## src/rtl/hamming_biriktirici.sv

```systemverilog
// Sequential Hamming-distance accumulator with saturating running sum.
// Optional build macro HD_TEK_CEVRIM_EN: single-cycle full 32-bit popcount instead of the SAY loop.
module hamming_biriktirici #(
  parameter int unsigned ADIM_BIT  = 4,
  parameter int unsigned BIRIKIM_W = 16
) (
  input  logic                 clk_i,
  input  logic                 rst_ni,
  input  logic                 istek_gecerli_i,
  output logic                 istek_hazir_o,
  input  logic [31:0]          deger1_i,
  input  logic [31:0]          deger2_i,
  input  logic                 biriktir_i,
  input  logic                 temizle_i,
  output logic                 sonuc_gecerli_o,
  input  logic                 sonuc_hazir_i,
  output logic [BIRIKIM_W-1:0] sonuc_o,
  output logic                 doygun_o,
  output logic                 mesgul_o
);

  typedef enum logic [1:0] {BOS, SAY, SONUC} durum_t;

  durum_t               durum;
  durum_t               durum_sonraki;

  logic [31:0]          fark;
  logic                 kabul;
  logic [BIRIKIM_W-1:0] birikim;
  logic                 doygun;

  logic                 commit;
  logic [5:0]           mesafe;
  logic                 mod_biriktir;
  logic [BIRIKIM_W-1:0] taban;
  logic [BIRIKIM_W:0]   toplam;
  logic [BIRIKIM_W-1:0] commit_deger;
  logic                 commit_doygun;

  assign fark  = deger1_i ^ deger2_i;
  assign kabul = istek_gecerli_i & istek_hazir_o;

`ifdef HD_TEK_CEVRIM_EN

  function automatic logic [5:0] popcount32(input logic [31:0] v);
    logic [5:0] s;
    s = '0;
    for (int unsigned i = 0; i < 32; i++) s = s + 6'(v[i]);
    return s;
  endfunction

  always_comb begin
    commit       = kabul;
    mesafe       = popcount32(fark);
    mod_biriktir = biriktir_i;
  end

`else

  logic [31:0] kalan;
  logic [31:0] kalan_sonraki;
  logic [5:0]  ara_toplam;
  logic [5:0]  ara_sonraki;
  logic        biriktir;

  function automatic logic [5:0] adim_say(input logic [31:0] v);
    logic [5:0] s;
    s = '0;
    for (int unsigned i = 0; i < ADIM_BIT; i++) s = s + 6'(v[i]);
    return s;
  endfunction

  always_comb begin
    kalan_sonraki = kalan >> ADIM_BIT;
    ara_sonraki   = ara_toplam + adim_say(kalan);
  end

  // Equal operands commit straight from BOS with the live biriktir_i, since the latch is not yet loaded.
  always_comb begin
    commit       = 1'b0;
    mesafe       = '0;
    mod_biriktir = biriktir;
    case (durum)
      BOS: begin
        commit       = kabul && (fark == '0);
        mod_biriktir = biriktir_i;
      end
      SAY: begin
        commit = (kalan_sonraki == '0);
        mesafe = ara_sonraki;
      end
      default: ;
    endcase
  end

  always_ff @(posedge clk_i or negedge rst_ni) begin
    if (!rst_ni) begin
      kalan      <= '0;
      ara_toplam <= '0;
      biriktir   <= 1'b0;
    end else if (durum == BOS) begin
      if (kabul) begin
        kalan      <= fark;
        ara_toplam <= '0;
        biriktir   <= biriktir_i;
      end
    end else if (durum == SAY) begin
      kalan      <= kalan_sonraki;
      ara_toplam <= ara_sonraki;
    end
  end

`endif

  // A clear seen in BOS is folded into the base so a same-cycle accumulate starts from zero.
  always_comb begin
    taban  = (durum == BOS && temizle_i) ? '0 : birikim;
    toplam = {1'b0, taban} + (BIRIKIM_W+1)'(mesafe);
    if (mod_biriktir) begin
      commit_doygun = toplam[BIRIKIM_W];
      commit_deger  = toplam[BIRIKIM_W] ? '1 : toplam[BIRIKIM_W-1:0];
    end else begin
      commit_doygun = 1'b0;
      commit_deger  = BIRIKIM_W'(mesafe);
    end
  end

  always_ff @(posedge clk_i or negedge rst_ni) begin
    if (!rst_ni) begin
      birikim <= '0;
      doygun  <= 1'b0;
    end else if (commit) begin
      birikim <= commit_deger;
      doygun  <= commit_doygun;
    end else if (durum == BOS && temizle_i) begin
      birikim <= '0;
    end
  end

  always_ff @(posedge clk_i or negedge rst_ni) begin
    if (!rst_ni) durum <= BOS;
    else         durum <= durum_sonraki;
  end

  always_comb begin
    durum_sonraki = durum;
    case (durum)
      BOS: begin
        if (kabul) durum_sonraki = commit ? SONUC : SAY;
      end
      SAY: begin
        if (commit) durum_sonraki = SONUC;
      end
      SONUC: begin
        if (sonuc_hazir_i) durum_sonraki = BOS;
      end
      default: durum_sonraki = BOS;
    endcase
  end

  always_comb begin
    istek_hazir_o   = (durum == BOS);
    sonuc_gecerli_o = (durum == SONUC);
`ifdef HD_TEK_CEVRIM_EN
    mesgul_o        = 1'b0;
`else
    mesgul_o        = (durum == SAY);
`endif
    sonuc_o         = birikim;
    doygun_o        = doygun;
  end

endmodule

```

## config.mk

```make
export PLATFORM = sky130hd
export DESIGN_NAME = hamming_biriktirici
export DESIGN_NICKNAME = d
export VERILOG_FILES = /design/src/rtl/hamming_biriktirici.sv
export SDC_FILE = /design/constraint.sdc
export NUM_CORES = 1
export LEC_CHECK = 0
export ABC_AREA = 0
export CORE_AREA = 5 5 97 99
export CTS_CLUSTER_DIAMETER = 60
export DETAILED_ROUTE_END_ITERATION = 7
export DIE_AREA = 0 0 102 104
export PLACE_DENSITY = 0.86
export SYNTH_ARGS = -nofsm -noshare
export SYNTH_HDL_FRONTEND = slang
export SYNTH_SLANG_ARGS = --single-unit
```

## constraint.sdc

```tcl
create_clock -name clk_i -period 4 [get_ports clk_i]
set_input_delay 1.2 -clock clk_i [delete_from_list [all_inputs] [get_ports clk_i]]
set_output_delay 1.2 -clock clk_i [all_outputs]
set_load 0.05 [all_outputs]
```

==> metrics, run 1 <==
initial antenna violation count=0; CP Launch Type=flip-flop; clk sink count=58; syn_nets=approximately 500; P_int=approximately 0.0019 W; Hold Path Depth=1; die footprint=roughly 0.011 mm2; routed wire length=about 11000 um; Worst-path clk slew=70 ps; # diodes=0; CTS buffer count=9; mapped cell area=0.00374 mm2; vias per cell=5.90; Worst EP arrival=roughly 4000 ps; f_max=around 260 MHz; post-layout min period=around 3900 ps; final core occ=about three fifths; Seq pwr share=29.2%; Worst Hold Class=flip-flop to flip-flop; final hold slack=approximately 500 ps; first-pass GRT wire length=between 15000 and 20000 um; r2r endpoint=sonuc_o[4]; All-Layer GR Usage=roughly a fifth; Min-Delay Startpoint=ara_toplam[0]; status=finished clean; share of cells above drive strength 1=11.1%; Fin. Hold Viols=0; top_reg_cell synth=dfrtp_1; VDD IR max=0.000235 V; total global routing overflow=0; Clk network pwr share=18.7%; Hold-fix buffers, CTS=0; combinational power share=a little over half; max_slew headroom=a little over three fifths; crit path from=kalan[0]; final max-slew violation count=0; Hold Path End=ara_toplam[0]; Die H=104 um; Final #Nets=a little under 600; Setup-failing EPs final=0; initial drt markers=just under 300; I/O Pins=90; synthesis warning total=0; worst reg2reg startpoint=kalan[0]; vias in the first global route=about 3700; Worst Path Buf+Inv=4; first-pass iteration count of the detailed router=6; die width=between 100 and 150 um; Max Buffers Root-to-Sink=2; DRT antenna net count=0; pwr/cell area=between 600 and 700 mW/mm2; via count=3714; Required @ worst endpoint=about 4200 ps; Setup Skew=around 7.5 ps; Power, Total=around 0.0033 W; Worst path top cell family by delay=adder cells; NetSw=between 0.001 and 0.0015 W; Mapped Cells=418; Critical Path, Cell by Cell=fa_1 > inv_1 > fa_1 > inv_1 > fa_1 > nand2_1 > inv_1 > fa_2 > a21o_1 > a221o_1 > or3b_4 > buf_4 > nand3_1 > o211ai_1 > o21ai_1; DRC viols=0; period utilisation layout=96.8%; Unique masters post-synth=54; WL/cell=roughly 17 um; DP HPWL=8070 um; std cell rows=34; crit path kind=flip-flop to flip-flop; IO Port Bufs=between 80 and 90; Pleak=2.27 nW; switching share of power=between 40% and 50%; H-Tree Depth=3; pin count of the biggest net entering global routing=38; CP endpoint kind=flip-flop; CP Max Fanout=6; slowest CP cell=fa_1; flops & latches, synth=between 50 and 60; CP peak stage delay=approximately 530 ps; R2R setup slack=roughly 130 ps; Worst R2R Path Depth=15; Worst-Skew Late Latency=350 ps; core region area=~0.0085 mm2; number of synthesized flops with an enable pin=0; Initial Utilization=between 40 and 50%; Mean Syn Cell Area=around 9.0 um2; worst slew pin tran=about 550 ps; clock tree from TritonCTS=yes; Root Buffer=clkbuf_8; max-cap viol count=0; GPL Wtd Cong=roughly 0.92; sequential-to-total area share from yosys stat=around two fifths; async set-reset flop share out of synthesis=between 90% and 100%; area delta synth->final=34.9%
metrics by stage:
| stage | TNS [ps] | instances | setup slack [ps] | instance area (um2) |
|---|---|---|---|---|
| global placement | -1080 | 612 | -125 | 4810 |
| detailed placement | -2000 | 612 | -203 | 4810 |
| finish | 0 | 629 | 130 | 5050 |
| global route | -117 | 629 | -36.1 | 5050 |
| CTS | 0 | 628 | 88.6 | 5030 |
| floorplan | 0 | 418 | 4.78 | 3750 |
state kept, by name, indices dropped and copies added (netlist names):
signal	cells
ara_toplam	6
biriktir	1
doygun_o	1
durum	2
kalan	32
sonuc_o	16
layout by cell type, fill, tap and decap left out, types with 3 or more instances in the layout:
cell type	instances
nor3_1	3
nand3_1	12
and3_1	7
a21oi_1	17
xor2_1	37
nor2_1	18
inv_1	16
a22oi_1	32
fa_1	3
a21o_1	10
nand2_1	52
a22o_1	6
nor2b_1	6
dfrtp_1	58
nand2b_1	5
clkbuf_8	10
nand4_1	6
o21ai_1	5
o21ai_0	37
buf_4	24
ha_1	6
o211ai_1	3
clkdlybuf4s50_1	87
nor4_1	11
routing by layer:
metal	routed length (um)	track usage, %	up-vias	part of all wire [%]
met3	845	4.76	27	7.8
met5	0	0	-	0
met2	5420	34.7	226	50
met4	331	7.78	0	3.1
li1	-	-	1710	-
met1	4220	24.8	1751	39
final cells by class:
cell class	instances	area, um2
clock buffer	11	141
clock inverter	5	77.6
fill	728	3410
inverter	16	60.1
multi-input combinational	319	2130
sequential	58	1450
tap	108	135
timing repair buffer	112	1060
cell families (layout without fill, tap and decap cells):
family	count (synthesis)	in the layout	share of synthesized area [%]
simple gates	134	134	18.3
compound gates	131	131	23.3
flops	58	58	38.8
buf+inv	41	144	4.94
xor+xnor	39	39	9.12
fa+ha+maj	11	11	4.48
mux	4	4	1.14
how the worst max path moves through the flow:
stage,depth (start not counted),end,slack [ps]
floorplan,15,sonuc_o[7],5
global placement,13,sonuc_o[3],-120
detailed placement,13,sonuc_o[4],-200
CTS,14,sonuc_o[7],90
global route,15,sonuc_o[3],-40
finish,15,sonuc_o[4],130
cells in the mapped netlist, types with 7 or more instances:
library cell / count / area share, %
nand3_1: 13 / 1.7
nor4_1: 11 / 1.8
ha_1: 7 / 2.3
dfrtp_1: 58 / 39
o21ai_0: 39 / 5.2
inv_1: 16 / 1.6
nand2_1: 52 / 5.2
and3_1: 7 / 1.2
a21oi_1: 18 / 2.4
clkbuf_1: 14 / 1.4
nor2_1: 19 / 1.9
a21o_1: 10 / 2.0
a22oi_1: 32 / 6.4
xor2_1: 37 / 8.7
timing repair:
| action | CTS | global route |
|---|---|---|
| setup endpoints to repair | 0 | 9 |
| buffers inserted | 0 | 1 |
| gates resized for setup | 0 | 8 |
power by group through the flow:
stage	registers (W)	clock network, W	logic (W)
global route	0.000984	0.000646	0.00187
floorplan	0.000984	0	0.00104
global placement	0.000953	0	0.00159
CTS	0.000956	0.000620	0.00166
finish	0.000958	0.000613	0.00172
detailed placement	0.000967	0	0.00166
Note: power is estimated with default switching activity, not from simulation.
==> inputs of run 2 (changes only) <==
- CORE_AREA: 5 5 97 99 -> 2 2 94 96
- DIE_AREA: 0 0 102 104 -> 0 0 96 98
==> metrics, run 2 (synthesis results as in run 1) <==
number of placed cells counting well taps=612 (unchanged); H-Tree Depth=3 (unchanged); crit path kind=input pin to flip-flop; WL/cell=16.1 um (-6.0%); CTS resizes=0 (unchanged); Die H=98 um (-5.8%); status=finished clean; # diodes=0 (unchanged); final hold slack=495 ps (+7.92 ps); die footprint=0.00941 mm2 (-11%); Final #Nets=596 (-0.17%); pwr/cell area=660 mW/mm2 (+1.5%); worst slew pin tran=552 ps (-0.224 ps); Worst R2R Path Depth=15 (unchanged); clock tree from TritonCTS=yes; Hold-fix buffers, CTS=0 (unchanged); CP endpoint kind=flip-flop; r2r endpoint=sonuc_o[2]; via count=3666 (-1.3%); std cell rows=34 (unchanged); final core occ=60.1% (+0.37 points); Setup-failing EPs final=0 (unchanged); f_max=258 MHz (-0.14%); Hold Path End=ara_toplam[0]; All-Layer GR Usage=22.9% (+2.4 points); R2R setup slack=150 ps (+20 ps); commonest cells after routing, fill and taps aside=clkdlybuf4s50_1 (87), dfrtp_1 (58), nand2_1 (51), xor2_1 (37), o21ai_0 (37); vias per cell=5.84 (-1.1%); Hold Path Depth=1 (unchanged); Biggest register=kalan; final instance count without filler cells=628 (-0.16%); GPL Wtd Cong=0.842 (-8.7%); max-cap viol count=0 (unchanged); first-pass iteration count of the detailed router=5 (-1); Worst Hold Class=flip-flop to flip-flop; initial drt markers=184 (-36%); CP Max Fanout=6 (unchanged); unrepaired setup endpoints after global routing=no; die width=96 um (-5.9%); Min-Delay Startpoint=ara_toplam[0]; pin count of the biggest net entering global routing=38 (unchanged); worst reg2reg startpoint=kalan[0]; I/O Pins=90 (unchanged); initial antenna violation count=0 (unchanged); first-pass GRT wire length=17000 um (-2.7%); period utilisation layout=96.9% (+0.14 points); DRC viols=0 (unchanged); share of cells above drive strength 1=10.6% (-0.56 points); Max Buffers Root-to-Sink=2 (unchanged); DP HPWL=7480 um (-7.3%); Post-CTS Setup Inserts=0 (unchanged); Initial Utilization=44.2% (unchanged); max reg flops=32 (unchanged); post-layout min period=3880 ps (+5.42 ps); clk sink count=58 (unchanged); Worst-path clk slew=60 ps (about the same); Power, Total=0.00336 W (+2.1%); DRT antenna net count=0 (unchanged); VDD IR max=0.000256 V (+8.7%); vias in the first global route=3682 (+0.79%); final max-slew violation count=0 (unchanged); Required @ worst endpoint=4210 ps (about the same); CTS buffer count=9 (unchanged); max_slew headroom=63.1% (-0.074 points); Root Buffer=clkbuf_8; Fin. Hold Viols=0 (unchanged); total global routing overflow=0 (unchanged); CP Launch Type=input pin; Setup Skew=8.01 ps (+0.474 ps); area delta synth->final=35.8%; Pleak=2.29 nW (+0.90%); Worst-Skew Late Latency=350 ps (about the same); routed wire length=10100 um (-6.2%); Worst EP arrival=4080 ps (about the same); IO Port Bufs=89 (unchanged); core region area=0.00847 mm2 (unchanged); commonest non-fill, non-tap cell in the layout=clkdlybuf4s50_1; setup tns final=0 ps (unchanged)
run 2: how the worst max path moves through the flow:
stage               from  cells past startpoint  slack (ps)          to
2_1_floorplan  temizle_i                     15           5  sonuc_o[7]
3_3_place_gp   temizle_i                     13        -120  sonuc_o[2]
3_5_place_dp   temizle_i                     12        -180  sonuc_o[7]
4_1_cts         kalan[0]                     15          70  sonuc_o[2]
5_1_grt         kalan[0]                     15           8  sonuc_o[2]
6_report       temizle_i                     13         120  sonuc_o[2]
run 2: cell type report:
cell class	instances	area, um2
well taps	108	135
flip-flops and latches	58	1450
repair buffers	111	1050
multi-input cells	319	2120
clock inverters	5	125
fillers	723	3380
clock buffers	11	141
inverters	16	60.1
run 2: stage by stage:
| step | cell area, um2 | worst slack (ps) |
|---|---|---|
| global placement | 4810 | -119 |
| detailed placement | 4810 | -178 |
| finish | 5080 | 124 |
| global route | 5080 | 7.65 |
| floorplan | 3750 | 4.78 |
| CTS | 5070 | 73.2 |
run 2: power by group:
part | leakage (nW) | total [W] | switching, W | internal, W
Combinational | 1.38 | 0.00166 | 0.000943 | 0.000721
Clock | 0.134 | 0.000738 | 0.000245 | 0.000493
Sequential | 0.774 | 0.000955 | 0.000174 | 0.000780
Total | 2.29 | 0.00336 | 0.00136 | 0.00199
run 2: routing by layer:
layer	global-route usage, %	routed length (um)	up-vias	part of all wire (%)
met5	0	0	-	0
met4	11.1	357	0	3.5
met3	5.48	780	37	7.7
met2	37.2	5030	199	50
met1	28.2	3970	1729	39
li1	-	-	1701	-
run 2: critical path, cell delays in order:
cell	delay, ps
clkdlybuf4s50_1	440
or3b_1	410
nand2_1	110
inv_1	50
ha_1	200
fa_1	390
a21o_1	210
a221o_1	330
or3b_4	280
buf_4	130
nand3_1	90
o211ai_1	130
o21ai_1	100
==> patch 1: new RTL, config.mk and constraints of run 1 <==
Build with the macro `HD_TEK_CEVRIM_EN` defined.
--- a/src/rtl/hamming_biriktirici.sv
+++ b/src/rtl/hamming_biriktirici.sv
@@ -1,5 +1,7 @@
 // Sequential Hamming-distance accumulator with saturating running sum.
 // Optional build macro HD_TEK_CEVRIM_EN: single-cycle full 32-bit popcount instead of the SAY loop.
+`define HD_TEK_CEVRIM_EN
+
 module hamming_biriktirici #(
   parameter int unsigned ADIM_BIT  = 4,
   parameter int unsigned BIRIKIM_W = 16
Behaviour: not the same (a bounded check fails within 4 cycles, from zero or initial values and one cycle with rst_ni low).
==> patch 1 against run 1 <==
- the flow now finishes with violations (negative setup slack)
- worst setup slack got worse by 3.1 ns
- hold slack improved by 0.011 ns
- routed wire length decreased by 38%
- area after synthesis decreased by 37%
- critical path depth increased by 12
- core utilization decreased by 15 points
- cell area decreased by 24%
- sequential cell count decreased by 40
- largest cell class unchanged
Power is not shown: default switching activity piles up to over one toggle a cycle in this logic, so the estimate is an artifact.
==> patch 1: results (changes against run 1) <==
Layout fillers=811 (+11%); largest family of logic cells by synthesized area=adder cells; post-cts repair resize count=129 (+129); Avg Vias per Cell=4.71 (-20%); Setup Viol. Count Final=17 (+17); clock skew=0.00810 ns (+0.000560 ns); setup_tns=-48.83 ns (-48.83 ns); XOR/XNOR Fraction of Synth Area=0.148 (+0.0572); final std cells w/o fill=477 (-24%); violated checks=negative setup slack; Slew HR=0.440 (-0.192); Placer Congestion=0.828 (-10%); total CTS buffers=3 (-6); pin count of the biggest net entering global routing=19 (-50%); total iterations of the first detailed-routing run=4 (-2); crit path max fanout=5 (-1); post-synthesis compound-gate area fraction=0.151 (-0.0823); syn nets=351 (-30%); Buffers on Ports=88 (-1.1%); Setup Slack @ Placement=-3.91 ns (-3.71 ns); register area share after synthesis=0.191 (-0.197); hold slack final=0.498 ns (+0.0108 ns); H-tree Lvls=1 (-2); critical path's largest stage delay=0.53 ns (about the same); Final nets=478 (-20%); Final Worst Setup Slack=-2.99 ns (-3.12 ns); status=finished with violations; FF-to-FF setup slack=1.11 ns (+0.98 ns); post-CTS setup buffers=7 (+7); first-pass GRT wire length=11,000 um (-37%); Inst Count DP=463 (-24%); CTS clk-pin slew, worst paths=0.07 ns (about the same); drt first-iter violations=74 (-74%); mux share of post-synthesis cell area=0.00424 (-0.00712); clock latency on the worst-skew pair=0.26 ns (-0.09 ns); GRT Resource Usage Total=0.126 (-0.0789); Final HPWL DP=5560 um (-31%); Cell variety after synth=52 (-3.7%); CP Data Arrival Time=7.14 ns (+3.05 ns); flip-flop count of the largest register after layout=16 (-50%); vias in the first global route=2,494 (-32%); synth cell count leaders=inv_1, fa_1, xnor2_1, xor2_1, dfrtp_1
[patch 1: worst paths after layout]
kind                         startpoint          end  cells past startpoint
max in group asynchronous        rst_ni  sonuc_o[12]                      1
min                            doygun_o     doygun_o                      2
min reg2reg                    doygun_o     doygun_o                      2
max                        deger2_i[17]  sonuc_o[14]                     27
max reg2reg                    durum[1]  sonuc_o[15]                     11
min in group asynchronous        rst_ni   sonuc_o[7]                      1
[patch 1: per-layer routing]
layer / global-route usage / up-vias / wire length (um)
met5: 0 / - / 0
met3: 0.0275 / 12 / 493
met1: 0.141 / 1071 / 2490
li1: - / 1068 / -
met4: 0.0169 / 0 / 101
met2: 0.241 / 96 / 3670
[patch 1: area by class of cell]
cell class / count / area, um2 / area share
inverter: 31 / 116 / 0.0305
multi-input combinational: 186 / 1930 / 0.506
clock buffer: 4 / 55.1 / 0.0144
tap: 108 / 135 / 0.0354
sequential: 18 / 450 / 0.118
timing repair buffer: 130 / 1130 / 0.296
==> patch 2: new RTL, flow settings as in run 1 <==
Made on the original files. The 3 values of `durum_t` get a one-hot encoding in 3 bits.
--- a/src/rtl/hamming_biriktirici.sv
+++ b/src/rtl/hamming_biriktirici.sv
@@ -19,7 +19,7 @@
   output logic                 mesgul_o
 );
 
-  typedef enum logic [1:0] {BOS, SAY, SONUC} durum_t;
+  typedef enum logic [2:0] {BOS = 3'b001, SAY = 3'b010, SONUC = 3'b100} durum_t;
 
   durum_t               durum;
   durum_t               durum_sonraki;
Formal check against the unedited RTL: same outputs for any inputs over 4 cycles, from zero or initial values and one cycle with rst_ni low; so few cycles prove little.
==> patch 2 against run 1 <==
- worst setup slack better by 0.14 ns
- area after synthesis up 0.84%
- routed wire length down 0.85%
- core utilization down 0.40 points
- largest power group unchanged
- sequential share of layout area up 0.72 points
- cell area down 0.67%
- clock skew about the same
- global-route usage up 0.50 points
- power down 20%
- sequential cell count up 1
- critical path depth down 1
- count of clock-buffer cells in the layout down 1
==> patch 2: results (changes against run 1) <==
final std cells w/o fill=645 (+2.5%); layout cells sized above 1=0.0894 (-0.0219); hold slack final=0.481 ns (-0.00665 ns); total iterations of the first detailed-routing run=4 (-2); Layout fillers=727 (-0.14%); Post-Synthesis Cells=439 (+5.0%); Detail Route met2 WL=5070 um (-6.5%); Setup Slack @ Placement=-0.0558 ns (+0.147 ns); syn nets=520 (+4.2%); Tmin final=3.73 ns (-0.137 ns); drt first-iter violations=256 (-11%); top area cells in the synthesized netlist=dfrtp_1, o21ai_0, nand2_1; met3 WL=982 um (+16%); mux share of post-synthesis cell area=0.00961 (-0.00175); P_leak=2.13 nW (-6.2%); Inst Count DP=630 (+2.9%); Slew HR=0.365 (-0.266); final wirelength=10,700 um (-0.85%); Cell variety after synth=53 (-1.9%); post-synthesis compound-gate area fraction=0.204 (-0.0288); FF-to-FF setup slack=0.27 ns (+0.14 ns); register area share after synthesis=0.391 (+0.00375); status=complete, no violations; Worst Hold Class=reg -> reg; first-pass GRT wire length=17,700 um (+1.4%); VDD IR max=0.000329 V (+40%); PwrDens=521 nW/um2 (-20%); clock skew=0.00725 ns (-0.000288 ns); flip-flop count of the largest register after layout=32 (unchanged); Clk. pwr=0.544 mW (-11%); GRT Resource Usage Total=0.210 (+0.00504); Adder-Cell Fraction of Synth Area=0.0444 (-0.000371); reg2reg path depth=14 (-1); CP Data Arrival Time=3.92 ns (-0.17 ns); pin count of the biggest net entering global routing=66 (+74%); vias in the first global route=3,726 (+2.0%)
## patch 2: cells by family after synthesis
| group | after synthesis |
|---|---|
| adders and majority gates | 11 |
| and+or+nand+nor | 170 |
| DFF | 59 |
| buffers and inverters | 30 |
| xor gates and xnor gates | 39 |
| AOI/OAI and AO/OA | 127 |
| muxes | 3 |
## patch 2: worst max-delay path: stages (launching register included)
cell      delay (ns)
dfrtp_1         0.40
fa_1            0.54
inv_1           0.05
fa_1            0.40
inv_1           0.09
fa_1            0.40
nand2_1         0.10
inv_1           0.08
fa_1            0.47
a211oi_2        0.23
o21ai_1         0.12
and4_4          0.20
or3_1           0.31
o21ai_0         0.10
o21ai_0         0.09
## patch 2: area by class of cell
cell class / instances / area (um2) / area share
clock buffer: 10 / 138 / 0.0274
inverter: 10 / 37.5 / 0.00748
sequential: 59 / 1480 / 0.294
tap: 108 / 135 / 0.0269
clock inverter: 5 / 53.8 / 0.0107
timing repair buffer: 103 / 991 / 0.197
multi-input combinational: 350 / 2190 / 0.436
## patch 2: what timing repair did
item | CTS | global route
setup endpoints to repair | 0 | 10
hold buffers | 0 | 0
resized for setup | 0 | 3
## patch 2: worst paths after layout
path                                from             to
min                        ara_toplam[0]  ara_toplam[0]
min reg2reg                ara_toplam[0]  ara_toplam[0]
max                             kalan[0]     sonuc_o[0]
max reg2reg                     kalan[0]     sonuc_o[0]
max in group asynchronous         rst_ni       kalan[3]
min in group asynchronous         rst_ni     sonuc_o[4]
## patch 2: routing by layer
metal | vias up | GRT usage
li1 | 1761 | -
met1 | 1732 | 0.266
met2 | 212 | 0.338
met3 | 27 | 0.0449
met4 | 0 | 0.0928
met5 | - | 0
